==> src/rtl/alu_seq.sv <==
// alu_seq: multi-cycle ALU with valid/ready handshake, iterative shifts/multiply, NZVC flags
module alu_seq #(
    parameter int WIDTH = 64
) (
    input  logic             clk,
    input  logic             reset,
    input  logic             in_valid,
    output logic             in_ready,
    input  logic [3:0]       cntrl,
    input  logic [WIDTH-1:0] A,
    input  logic [WIDTH-1:0] B,
    input  logic             set_flags,
    output logic             out_valid,
    input  logic             out_ready,
    output logic [WIDTH-1:0] result,
    output logic             err,
    output logic             negative,
    output logic             zero,
    output logic             overflow,
    output logic             carry_out
);
    localparam int SHW = $clog2(WIDTH);
    localparam logic [3:0] OP_MOV = 4'b0000, OP_ADD = 4'b0010, OP_SUB = 4'b0011,
                           OP_AND = 4'b0100, OP_OR = 4'b0101, OP_XOR = 4'b0110,
                           OP_LSL = 4'b1000, OP_LSR = 4'b1001, OP_MUL = 4'b1010;

    typedef enum logic [1:0] {S_IDLE, S_SHIFT, S_MUL, S_DONE} state_t;

    state_t           state_q;
    logic [3:0]       op_q;
    logic             sf_q;
    logic [WIDTH-1:0] a_q, b_q, acc_q, result_q;
    logic [SHW:0]     cnt_q;
    logic             err_q, n_q, z_q, v_q, c_q;

    logic [WIDTH:0]   sum, dif;
    logic [WIDTH-1:0] sc_res, sh_d, acc_d, res_d;
    logic             sc_c, sc_v, sc_ill, sh_c, go_long, fin_d, c_d, v_d, upd_d, err_d;

    // single-cycle datapath on the request operands plus next values for the iterative ops
    always_comb begin
        sum    = {1'b0, A} + {1'b0, B};
        dif    = {1'b0, A} + {1'b0, ~B} + (WIDTH+1)'(1);
        sc_res = '0;
        sc_c   = 1'b0;
        sc_v   = 1'b0;
        sc_ill = 1'b0;
        case (cntrl)
            OP_MOV: sc_res = B;
            OP_ADD: begin
                sc_res = sum[WIDTH-1:0];
                sc_c   = sum[WIDTH];
                sc_v   = (A[WIDTH-1] == B[WIDTH-1]) && (sum[WIDTH-1] != A[WIDTH-1]);
            end
            OP_SUB: begin
                sc_res = dif[WIDTH-1:0];
                sc_c   = dif[WIDTH];
                sc_v   = (A[WIDTH-1] != B[WIDTH-1]) && (dif[WIDTH-1] != A[WIDTH-1]);
            end
            OP_AND: sc_res = A & B;
            OP_OR:  sc_res = A | B;
            OP_XOR: sc_res = A ^ B;
            OP_LSL, OP_LSR: sc_res = A;
            OP_MUL: sc_res = '0;
            default: sc_ill = 1'b1;
        endcase
        sh_d    = (op_q == OP_LSL) ? a_q << 1 : a_q >> 1;
        sh_c    = (op_q == OP_LSL) ? a_q[WIDTH-1] : a_q[0];
        acc_d   = acc_q + (b_q[0] ? a_q : '0);
        go_long = (cntrl == OP_MUL) || (((cntrl == OP_LSL) || (cntrl == OP_LSR)) && (B[SHW-1:0] != '0));
        fin_d   = ((state_q == S_IDLE) && in_valid && !go_long) ||
                  (((state_q == S_SHIFT) || (state_q == S_MUL)) && (cnt_q == (SHW+1)'(1)));
        res_d   = (state_q == S_SHIFT) ? sh_d : (state_q == S_MUL) ? acc_d : sc_res;
        c_d     = (state_q == S_SHIFT) ? sh_c : (state_q == S_MUL) ? 1'b0 : sc_c;
        v_d     = (state_q == S_IDLE) && sc_v;
        upd_d   = (state_q == S_IDLE) ? (set_flags && !sc_ill) : sf_q;
        err_d   = (state_q == S_IDLE) && sc_ill;
    end

    // control FSM with operand/counter registers, registered result and flag register
    always_ff @(posedge clk) begin
        if (reset) begin
            state_q  <= S_IDLE;
            op_q     <= '0;
            sf_q     <= 1'b0;
            a_q      <= '0;
            b_q      <= '0;
            acc_q    <= '0;
            cnt_q    <= '0;
            result_q <= '0;
            err_q    <= 1'b0;
            n_q      <= 1'b0;
            z_q      <= 1'b0;
            v_q      <= 1'b0;
            c_q      <= 1'b0;
        end else begin
            if (fin_d) begin
                result_q <= res_d;
                err_q    <= err_d;
                if (upd_d) begin
                    n_q <= res_d[WIDTH-1];
                    z_q <= (res_d == '0);
                    v_q <= v_d;
                    c_q <= c_d;
                end
            end
            case (state_q)
                S_IDLE: if (in_valid) begin
                    op_q    <= cntrl;
                    sf_q    <= set_flags;
                    a_q     <= A;
                    b_q     <= B;
                    acc_q   <= '0;
                    cnt_q   <= (cntrl == OP_MUL) ? (SHW+1)'(WIDTH) : {1'b0, B[SHW-1:0]};
                    state_q <= (cntrl == OP_MUL) ? S_MUL : go_long ? S_SHIFT : S_DONE;
                end
                S_SHIFT: begin
                    a_q   <= sh_d;
                    cnt_q <= cnt_q - 1'b1;
                    if (fin_d) state_q <= S_DONE;
                end
                S_MUL: begin
                    a_q   <= a_q << 1;
                    b_q   <= b_q >> 1;
                    acc_q <= acc_d;
                    cnt_q <= cnt_q - 1'b1;
                    if (fin_d) state_q <= S_DONE;
                end
                default: if (out_ready) state_q <= S_IDLE;
            endcase
        end
    end

    assign in_ready  = (state_q == S_IDLE);
    assign out_valid = (state_q == S_DONE);
    assign result    = result_q;
    assign err       = err_q;
    assign negative  = n_q;
    assign zero      = z_q;
    assign overflow  = v_q;
    assign carry_out = c_q;
endmodule

==> config.mk <==
export PLATFORM = sky130hd
export DESIGN_NAME = alu_seq
export DESIGN_NICKNAME = d
export VERILOG_FILES = /design/src/rtl/alu_seq.sv
export SDC_FILE = /design/constraint.sdc
export NUM_CORES = 1
export LEC_CHECK = 0
export ABC_AREA = 1
export CORE_UTILIZATION = 25
export CTS_CLUSTER_DIAMETER = 50
export DETAILED_ROUTE_END_ITERATION = 7
export DONT_BUFFER_PORTS = 1
export GPL_ROUTABILITY_DRIVEN = 0
export PLACE_DENSITY = 0.35
export SLEW_MARGIN = 20
export SYNTH_ARGS = -nofsm -noshare
export SYNTH_HDL_FRONTEND = slang
export SYNTH_SLANG_ARGS = --single-unit
==> constraint.sdc <==
create_clock -name clk -period 7.3 [get_ports clk]
set_input_delay 1.46 -clock clk [delete_from_list [all_inputs] [get_ports clk]]
set_output_delay 1.46 -clock clk [all_outputs]
set_load 0.02 [all_outputs]
==> results by stage <==
Status:
- The run finished with clean final reports.

Finish:
- The fraction of final layout cells sized beyond drive strength 1 is 3.619%.
- The post-layout net count is 6338.
- The area growth from synthesis to layout is 12.06%.
- The count of placed standard cells in the final layout, fillers left out is 7726.

Routing:
- The number of detailed-routing iterations run before antenna repair is 6.
- The average wire length per cell after detail routing is 25.54 µm.
- The remaining routing DRC violations is 0.
- The detailed-route vias per instance is 5.228.
- The detailed router finished its first iteration with 4109 violations.
- The final layout contains routed wiring with a total length of 197400 µm.
- The number of nets still failing antenna checks after routing is 0.
- The routed layout has 40390 vias.

Worst setup path:
- At the worst endpoint, the required time is 7910 ps.
- At the worst endpoint, the arrival time is 5730 ps.
- STA classifies the critical path startpoint as a primary input.
- The critical path is of the primary input to flip-flop type.
- Of all nets on the critical path, the largest fanout is 20.
- The endpoint type of the worst setup path is a flip-flop.

CTS:
- The quantity of hold-fixing buffers added after cts is 0.
- TritonCTS built the clock tree.
- The H-tree depth is 3.
- The number of buffers created by CTS is 66.
- The worst-skew pair later-pin latency is 690 ps.
- Clock tree synthesis selected as its root buffer the cell clkbuf_16.
- CTS saw 275 sinks.
- The post-CTS repair timing setup buffer count is 0.
- After clock tree synthesis, the clock-pin slew on the worst setup and hold paths is 50 ps.
- Post-CTS repair changed the size of 0 cells.
- The clock passes through at most 3 buffers.

Power:
- The maximum ir drop on the vdd rail is 233.2 µV.
- The analysis attributes to cell leakage a power of 18.87 nW.
- Power spread over the standard cell area amounts to 323.8 nW/µm².
- Power comes to 12.10 mW.

STA:
- Static timing analysis puts the maximum clock frequency at 195.3 MHz.
- The worst path uses 70.13% of the clock period.
- At the pin with the least slew margin, the transition time is 1016 ps.
- The worst-case clock skew is 43.48 ps.
- The number of hold-slack violations in the final timing report is 0.
- Setup repair after global routing left no endpoint under its margin.
- Setup violations remaining at the end of the flow were counted as 0.
- After layout, the worst setup slack is 2181 ps.
- On the final layout, the worst hold slack is 456.0 ps.
- The worst pin sits at a relative slew slack of 31.88%.
- The number of pins with negative max-slew slack in the final report is 0.
- The routed design could run at a clock period as short as 5119 ps.
- The setup TNS is 0 ps.

Global route:
- The global router's overall resource usage is 28.33%.
- The residual overflow from global routing is 0.
- The wire length of the first global-routing pass is 278000 µm.
- The number of global-route vias before repair was 37990.
- Entering global routing, the biggest net connects 132 pins.
- The initial antenna violation count is 7.

Placed design:
- The pre-CTS setup slack is 1603 ps.
- After detailed placement, the design holds a cell count of 7607.
- Detailed placement ended at an HPWL of 160600 µm.
- Buffers placed on the I/O ports in this run total 0.

Synth:
- The synthesized netlist occupies a cell area of 33350 µm².
- The synthesized netlist contains 49 unique library cells.
- Yosys instantiated no cell more often than nand2_1.
- The number of nets in the synthesized netlist is 6481.
- Each instance of the synthesized netlist takes up on average 5.500 µm².
- The post-synthesis async set-or-reset flop share is 0%.
- Synthesis inferred 275 register bits.
- The fraction of the yosys area taken by sequential cells is 16.51%.
- After technology mapping, the gate count stands at 6063.
- The synthesized design devotes to its leading area cell type 19.43% of total area.
- Counting flops with a built-in enable in the synthesized netlist gives 0.
- During synthesis, Yosys emitted a total of 0 warnings.
- By area the synthesized netlist is led by nand2_1 (19%), dfxtp_1 (17%), inv_1 (10%).
- The dominant synthesized flop cell is dfxtp_1.
- The synthesized design spends more area on one cell type than any other, namely nand2_1.
- Ranked by instance count, the synthesized netlist is headed by nand2_1 (1726), inv_1 (932), nor2_1 (577).

Flow run:
- Across the run, the number of max-cap violations was 0.

Min path:
- The worst min-delay path category is flip-flop to flip-flop.

Floorplanning:
- The overall die height is 367.2 µm.
- The area of the die is 134800 µm².
- The floorplan step defined a core boundary enclosing 132000 µm².
- The count of boundary I/O pins is 208.
- The effective utilization at floorplan is 25.27%.
- The die is 367.2 µm wide.
- The floorplan has 133 rows.
## worst max-delay path, stage by stage
cell	delay, ps
nor2_1	150
nand2_4	490
inv_2	480
buf_4	370
a211oi_1	700
nand3_1	370
nand2_1	360
nand2_1	100
a21oi_1	430
nand2_1	100
nor2_1	220
nand4_1	160
nor2_1	120
nand2_1	70
a21oi_2	100
## layout make-up
type | instances | area, µm²
clock buffer | 79 | 1800
antenna | 3 | 7.507
inverter | 944 | 3560
timing repair buffer | 55 | 462.9
fill | 15270 | 94600
multi-input combinational | 4578 | 23270
clock inverter | 37 | 563.0
tap | 1755 | 2196
sequential | 275 | 5507
## state kept, by name, indices dropped and copies added, names as in the netlist
register   count
acc_q         64
overflow       1
carry_out      1
sf_q           1
result        64
cnt_q          7
zero           1
state_q        2
op_q           4
err            1
negative       1
a_q           64
b_q           64
## through the flow
step	instance area [µm²]	utilization, %
3_3_place_gp	35000	26.52
6_report	37370	28.32
4_1_cts	37360	28.31
2_1_floorplan	33350	-
3_5_place_dp	35000	26.52
5_1_grt	37360	28.31
## power breakdown
group / switching (mW) / total [mW] / internal [mW] / leakage [nW]
Sequential: 0.770 / 2.91 / 2.14 / 2.27
Clock: 1.18 / 3.24 / 2.06 / 1.13
Combinational: 4.40 / 5.94 / 1.54 / 15.5
Total: 6.35 / 12.1 / 5.75 / 18.9
## cell families (layout without fill, tap and decap cells)
| family | count (synthesis) | after routing | share of synthesized area (%) |
|---|---|---|---|
| simple gates | 2960 | 2960 | 36.38 |
| compound gates | 1330 | 1330 | 22.38 |
| buf+inv | 1210 | 1115 | 13.93 |
| fa+ha+maj | 281 | 281 | 10.61 |
| flops | 275 | 275 | 16.51 |
| xor+xnor | 7 | 7 | 0.1839 |
| other cells | 0 | 3 | 0 |
## cells in the final DEF (no fill, tap or decap), types with 6 or more instances in the layout
master      count
a2111oi_0       9
a211oi_1       29
a21o_1         13
a21oi_1       455
a31oi_1        74
buf_4          51
bufinv_16       8
clkbuf_16      66
clkbuf_8       10
clkinv_2       10
clkinvlp_4      9
dfxtp_1       274
ha_1          275
inv_1         928
inv_2          10
nand2_1      1725
nand3_1       468
nand3b_1       27
nand4_1        47
nor2_1        573
nor2_2          6
nor3_1         69
nor4_1         14
o211ai_1       76
o21a_1          9
o21ai_0       453
o21bai_1       57
o22ai_1       133
or2_2           7
## worst paths after layout
kind,startpoint,endpoint,slack (ps),depth (start not counted)
min reg2reg,cnt_q[5],cnt_q[5],460,2
max,cntrl[0],zero,2180,15
max reg2reg,b_q[0],zero,2560,21
min,cnt_q[5],cnt_q[5],460,2
## metal layers
layer  global-route usage (%)  share of wire [%]
met5                        0             0.0061
met4                    9.960                3.5
met3                    4.109                7.3
met2                    43.52                 43
met1                    39.88                 46
Power figures use the tool's default switching activity.
